==> config.mk <==
export PLATFORM = sky130hd
export DESIGN_NAME = slot_mux32
export DESIGN_NICKNAME = d
export VERILOG_FILES = /design/src/rtl/slot_mux32.sv
export SDC_FILE = /design/constraint.sdc
export NUM_CORES = 1
export LEC_CHECK = 0
export ABC_AREA = 1
export BUFFER_PORTS_ARGS = -buffer_cell sky130_fd_sc_hd__buf_2
export CELL_PAD_IN_SITES_DETAIL_PLACEMENT = 1
export CELL_PAD_IN_SITES_GLOBAL_PLACEMENT = 1
export CORE_AREA = 8 8 297 299
export CTS_CLUSTER_DIAMETER = 80
export DETAILED_ROUTE_END_ITERATION = 6
export DIE_AREA = 0 0 305 307
export PLACE_DENSITY_LB_ADDON = 0.1
export SYNTH_ARGS = -nofsm -noshare
export SYNTH_HDL_FRONTEND = slang
export SYNTH_SLANG_ARGS = --single-unit
==> constraint.sdc <==
create_clock -name clk -period 7 [get_ports clk]
set_clock_uncertainty 0.2 [all_clocks]
set_input_delay 0.35 -clock clk [delete_from_list [all_inputs] [get_ports clk]]
set_output_delay 0.35 -clock clk [all_outputs]
set_load 0.05 [all_outputs]
==> src/rtl/slot_mux32.sv <==
// 32-slot time-multiplexing serializer: a shadow bank takes writes, the active bank feeds the stream,
// and a commit copies shadow into active only on the edge where the slot counter wraps to 0.
module slot_mux32 #(
    parameter int unsigned width = 10,
    parameter logic [4:0]  stg   = 5'd0
) (
    input  logic             clk,
    input  logic             rst_n,
    input  logic             cen,
    input  logic             wr_en,
    input  logic [4:0]       wr_addr,
    input  logic [width-1:0] wr_data,
    input  logic             commit_req,
    output logic             commit_ack,
    output logic             pending,
    output logic [4:0]       cnt,
    output logic [width-1:0] mixed,
    output logic             zero
);

    localparam logic [4:0] last_slot = 5'd31;
    // (cnt_next + 33 - stg) mod 32 folds to cnt_next + (1 - stg) in 5-bit arithmetic.
    localparam logic [4:0] rd_offset = 5'd1 - stg;

    logic [width-1:0] shadow [32];
    logic [width-1:0] active [32];

    logic             copy;
    logic [4:0]       cnt_next;
    logic [4:0]       rd_slot;
    logic [width-1:0] rd_value;

    // NOTE: every always_comb output gets a default before any condition, so no latch is inferred.
    always_comb begin
        copy     = (pending | commit_req) & cen & (cnt == last_slot);
        cnt_next = cnt + 5'd1;
        rd_slot  = cnt_next + rd_offset;
        rd_value = active[rd_slot];
        // On the copy edge the stream already shows the incoming bank, including a same-edge write.
        if (copy) begin
            rd_value = shadow[rd_slot];
            if (wr_en && (wr_addr == rd_slot)) begin
                rd_value = wr_data;
            end
        end
    end

    // NOTE: both banks are cleared by reset on purpose, so they stay flops rather than RAM macros.
    always_ff @(posedge clk) begin
        if (!rst_n) begin
            for (int i = 0; i < 32; i++) begin
                shadow[i] <= '0;
                active[i] <= '0;
            end
        end else begin
            if (copy) begin
                for (int i = 0; i < 32; i++) begin
                    active[i] <= shadow[i];
                end
                if (wr_en) begin
                    active[wr_addr] <= wr_data;
                end
            end
            if (wr_en) begin
                shadow[wr_addr] <= wr_data;
            end
        end
    end

    // NOTE: sequential state uses non-blocking assignments so every flop samples pre-edge values.
    always_ff @(posedge clk) begin
        if (!rst_n) begin
            cnt        <= '0;
            mixed      <= '0;
            pending    <= 1'b0;
            commit_ack <= 1'b0;
        end else begin
            commit_ack <= copy;
            if (copy) begin
                pending <= 1'b0;
            end else if (commit_req) begin
                pending <= 1'b1;
            end
            if (cen) begin
                cnt   <= cnt_next;
                mixed <= rd_value;
            end
        end
    end

    assign zero = (cnt == 5'd0);

endmodule

After elaboration in Yosys (flattened, before gate mapping)
Memories as Yosys holds them, arrays and structs flattened.
Index checks and enable logic that the tools add are counted.

operators by class
  add/subtract/negate cells = 2
  eq/ne operators = 2
  mux-type cells = 47
  bitwise gates (word level) = 36
  reduce and logical (&&, ||, !) cells = 4

operators with widths
  cell                   number
  $mux W10               35
  $or A1 B1 Y1           33
  $mux W1                11
  $add A5 B1 Y5 const B  2
  $reduce_or A10 Y1      1
  $eq A5 B5 Y1           1
  $eq A5 B5 Y1 const B   1
  $logic_not A5 Y1       1
  $mux W5                1
  $and A1 B1 Y1          2
  $reduce_or A2 Y1       1
  $logic_and A1 B1 Y1    1
  $not A1 Y1             1

storage, ports and cells
  register bits = 17
  RAM bits = 640
  bits of input ports = 20
  output and inout bits = 18
  word-level logic and storage cells = 97
  memories = 2

memories
  memory  words  bits a word  rd ports  clocked after memory_dff  write ports  RTL line  RTL
  active  32     10           1         0                         33           26        logic [width-1:0] active [32];
  shadow  32     10           33        0                         32           25        logic [width-1:0] shadow [32];

Logic depth before layout (Yosys ltp)
  word-level depth = 7
  depth in mapped cells = 21
  gate-level depth less buffers = 16

Worst setup path after synthesis
OpenSTA, ideal clock, no wires.

  path type = register to register
  start = register cnt[0]
  end = register mixed[2]
  setup time = 0.118 ns
  data arrival time = 2.796 ns
  data required time = 6.682 ns
  setup slack = 3.886 ns
  cell stages (with the launch flop) = 20
  buffers on the path = 6
  period minus slack after synthesis = 3.114 ns
  path through = dfxtp_1 buf_6 inv_4 buf_6 buf_2 ha_1 buf_4 inv_6 nand2_4 buf_4 buf_2 nand2_1 nand2_1 nand3b_1 nand3_1 nand3_1 nand3_1 nand2_1 nor2_1 nor2_1

between the ends
  cells in the longest elaborated chain, start to end = 6
  elaborated cells on any way between the ends = 10
  classes of those cells = add/sub: 2; eq/ne: 2; mux: 2; bitwise: 1; reduce/logical: 1; memory: 2

ends and longest elaborated chain
  element                                                  RTL line  RTL
  start: declaration                                       16        output logic [4:0] cnt,
  start signal: assignment                                 85        cnt <= cnt_next;
  $add A5 B1 Y5 (*)                                        36        cnt_next = cnt + 5'd1;
  named net cnt_next[0]                                    29        logic [4:0] cnt_next;
  $add A5 B1 Y5 (*)                                        37        rd_slot = cnt_next + rd_offset;
  branches (longest 3 deep; another with $mem_v2 Z32 W10)  n/a
  $mux W10 (*)                                             40        if (copy) begin
  end signal: assignment                                   86        mixed <= rd_value;
  end: declaration                                         17        output logic [width-1:0] mixed,

Mark *: on every way through the listed nets, which the timed path passes.
A chain may end at the register's enable or synchronous reset.

Final worst setup path
  start = register cnt[0]
  end = register mixed[6]

The elaborated chain is that of the path after synthesis.

==> results.md <==
- Cell mode on critical path: nand3_1
- Worst VDD drop: 0.2020 mV
- Area Growth Syn to Fin: 8.352%
- Final Hold Viols: 0
- Setup WS pre-CTS: roughly 1.9 ns
- CTS clock-pin slew for the worst setup and hold paths: 0.06 ns
- Worst path depth: 16
- FF-to-FF path depth: 16
- Period utilization: between 70% and 80%
- I/O Buffers: 37
- Top Usage Layer GRT: met2
- CTS sink count: between 600 and 700
- #FFs+latches synth: 657
- Clk_lat worst skew: between 0.6 and 0.7 ns
- Die extent in y: ~310 um
- Pin count of the biggest net entering global routing: 82
- Worst Path Buf+Inv: 5
- Final setup margin: approximately 1.8 ns
- FF-to-FF End: mixed[6]$_SDFFE_PN0P_
- Drt wl/cell: about 27 um
- Commonest cells after routing, fill and taps aside: nand2_1 (1,287), edfxtp_1 (640), nand3_1 (598)
- Distinct cells, synth: 30
- RSZ-0062 raised after global routing: no
- CTS Buf Count: 76
- Met3 Use GR: a little under 4%
- Root Driver: clkbuf_16
- Main combinational cell family by area after synthesis: simple AND/OR/NAND/NOR gates
- Critical Path End Type: flip-flop
- GP Congestion: 0.8906
- Core ar.: ~83,000 um2
- Worst Setup Start Kind: flip-flop
- Worst-path fanout max: 64
- FILL cells: between 9,000 and 10,000
- Final wirelength: around 130 mm
- CP required: 7.35 ns
- Via count: 27,410
- XOR/XNOR Fraction of Synth Area: 0%
- Area of the multi-input gates: around 12,000 um2
- Grt met1 use: approximately 36%
- Hold Crit Start: cen
- Longest Clk Path Bufs: 3
- Worst Hold Depth: 2
- Total DRC errors in the routed layout: 0
- Max frequency: between 150 and 200 MHz
- Pwr/cell area: approximately 280 nW/um2
- Fraction of the yosys area taken by sequential cells: 59.29%
- Share of layout cells above drive strength 1: ~6.0%
- Worst path arrival time: 5.59 ns
- FF-to-FF setup slack: between 1.5 and 2 ns
- Met2 Use GR: roughly two fifths
- Final ANT Viol Nets: 0
- Nets: approximately 3,600
- Iteration count of the initial detailed-routing pass: 5
- CTS tree: yes
- Worst setup path class: reg -> reg
- Status: finished clean
- Syn avg cell area: slightly below 9 um2
- Hold Path End: cnt[4]$_SDFFE_PN0P_
- Critical path's largest stage delay: ~0.86 ns
- Boundary Pins: 38
- CTS H-tree depth: 3
- Final setup violation count: 0
- HPWL after DPL: 81.60 mm
- Initial core utilization: around 40%
- Final min period: roughly 5.2 ns
- Post-layout instance area: 35,740 um2
- Starting DRT DRC Count: roughly 2,900
- Setup TNS: 0 ns
- Slowest-stage cell, CP: dfxtp_4
- Worst slew pin tran: roughly 1.1 ns
- Vias per Instance: ~5.8
- Synth Area in Simple Gates: between 20% and 30%
- DIE AREA: roughly 94,000 um2
- Syn Nets: approximately 3,800
- Multiplexer area fraction after synthesis: 0%
- Cells along the critical path: inv_4 > ha_1 > inv_6 > nand2_4 > buf_4 > buf_4 > nand2_1 > nand3_1 > inv_1 > nand2_1 > nand3_1 > nand3_1 > nand3_1 > nand2_1 > nor2_1 > nor2_1
- Syn. warnings: 0
- LEAKAGE: between 10 and 15 nW
- Max-cap violation count: 0
- Slew headroom: between 20% and 30%
- Leading cell type in the layout, fill and taps excluded: nand2_1
- Mapped cell area: around 33,000 um2
- Post-synthesis compound-gate area fraction: roughly 5.8%
- Max Transition Viols Final: 0
- Die X: 305 um
- Via count of the first global-routing pass: 27,540
- Placed inst area: 33,330 um2
- Adder-Cell Fraction of Synth Area: 0.1517%
- Register area: a little under 20,000 um2
- Worst hold-check path type: in -> reg
- CP top delay family: buffers and inverters
- Antenna violations before repair: 6
- Total track usage: a little over a quarter
- Post-synthesis instance total: roughly 3,800
- First-pass GRT wire length: 185.0 mm
- R2r startpoint: cnt[0]$_SDFFE_PN0P_
- Row cnt: 106
- Total grt overflow: 0
[power breakdown]
group	internal, W	switching (W)	total, W
Sequential	0.00452	0.000120	0.00464
Combinational	0.000304	0.00114	0.00144
Clock	0.00226	0.00168	0.00394
Total	0.00708	0.00294	0.0100
[synth_stat cells]
| cell | number | area share, % |
|---|---|---|
| edfxtp_1 | 640 | 58 |
| nand2_1 | 1287 | 15 |
| clkbuf_1 | 209 | 2.4 |
| nand2_2 | 3 | 0.057 |
| nor2_4 | 4 | 0.14 |
| dfxtp_1 | 17 | 1.0 |
| nand2_4 | 4 | 0.14 |
| nand3_1 | 598 | 9.1 |
| buf_4 | 8 | 0.18 |
| nand3_2 | 2 | 0.061 |
| nor3_2 | 4 | 0.12 |
| nor2_2 | 4 | 0.076 |
| nor2_1 | 389 | 4.4 |
| inv_2 | 6 | 0.068 |
| ha_1 | 4 | 0.15 |
| nand3b_4 | 1 | 0.061 |
| buf_2 | 100 | 1.5 |
| o21ai_0 | 311 | 4.7 |
| nor3_1 | 4 | 0.061 |
| nand3b_1 | 13 | 0.30 |
| nand3_4 | 1 | 0.053 |
| nor2_8 | 1 | 0.061 |
| inv_1 | 64 | 0.73 |
| inv_4 | 1 | 0.019 |
| nand4_1 | 12 | 0.23 |
| a21oi_1 | 7 | 0.11 |
| buf_1 | 22 | 0.25 |
| o21ai_1 | 66 | 1.0 |
| inv_6 | 1 | 0.027 |
| buf_6 | 2 | 0.068 |
[layout make-up]
cell class,instances,share of cell area [%]
diodes,4,0.02801
clock buffers,96,5.738
clock inverters,42,0.9557
inverters,72,0.7806
multi-input cells,2715,32.76
flip-flops and latches,657,54.73
well taps,1080,3.781
repair buffers,68,1.229
[worst reg2reg max path: cells and delay by family, from the launching register on]
kind | cells | cell delay (ns)
buffers and inverters | 5 | 2.20
AND/OR/NAND/NOR | 10 | 1.35
flip-flops | 1 | 0.86
adder cells (fa/ha/maj) | 1 | 0.57
[logic make-up after synthesis]
kind of cell	after synthesis
flip-flops	657
buffers and inverters	413
AND/OR/NAND/NOR	2327
AO/OA/AOI/OAI	384
adder cells (fa/ha/maj)	4
[per-stage QoR]
stage                     std cells  power, W  utilization, %  hold slack (ns)
after floorplan                3785  0.005520               -           0.3505
after global placement         4591  0.006131           40.08           0.3577
after detailed placement       4591  0.006148           40.08           0.3741
after CTS                      4730   0.01007           42.97          0.03957
after global routing           4730   0.01033           42.97          0.08051
final                          4734   0.01003           42.98          0.07934
[state kept, by name, summed over array words and instances, names as in the netlist]
| name | count |
|---|---|
| pending | 1 |
| commit_ack | 1 |
| mixed | 10 |
| shadow | 320 |
| active | 320 |
| cnt | 5 |
[layer usage]
layer | share of wire (%) | vias up
met4 | 3.3 | 4
met2 | 46 | 974
met5 | 0.022 | -
met3 | 6.6 | 199
met1 | 44 | 13880
li1 | - | 12350
[worst max path at each step]
stage / start / end / slack, ns
6_report: cnt[0]$_SDFFE_PN0P_ / mixed[6]$_SDFFE_PN0P_ / 1.76
5_1_grt: cnt[0]$_SDFFE_PN0P_ / mixed[6]$_SDFFE_PN0P_ / 1.52
4_1_cts: cnt[0]$_SDFFE_PN0P_ / mixed[6]$_SDFFE_PN0P_ / 1.82
3_5_place_dp: cnt[0]$_SDFFE_PN0P_ / mixed[6]$_SDFFE_PN0P_ / 1.85
3_3_place_gp: cnt[0]$_SDFFE_PN0P_ / mixed[2]$_SDFFE_PN0P_ / 1.85
2_1_floorplan: cnt[0]$_SDFFE_PN0P_ / mixed[2]$_SDFFE_PN0P_ / 3.89
[timing repair]
item,4_1_cts,5_1_grt
hold endpoints to repair,1,0
buffers inserted,0,0
resized for setup,0,0
hold buffers,1,0
No activity file was read; power rests on OpenSTA's default activity.
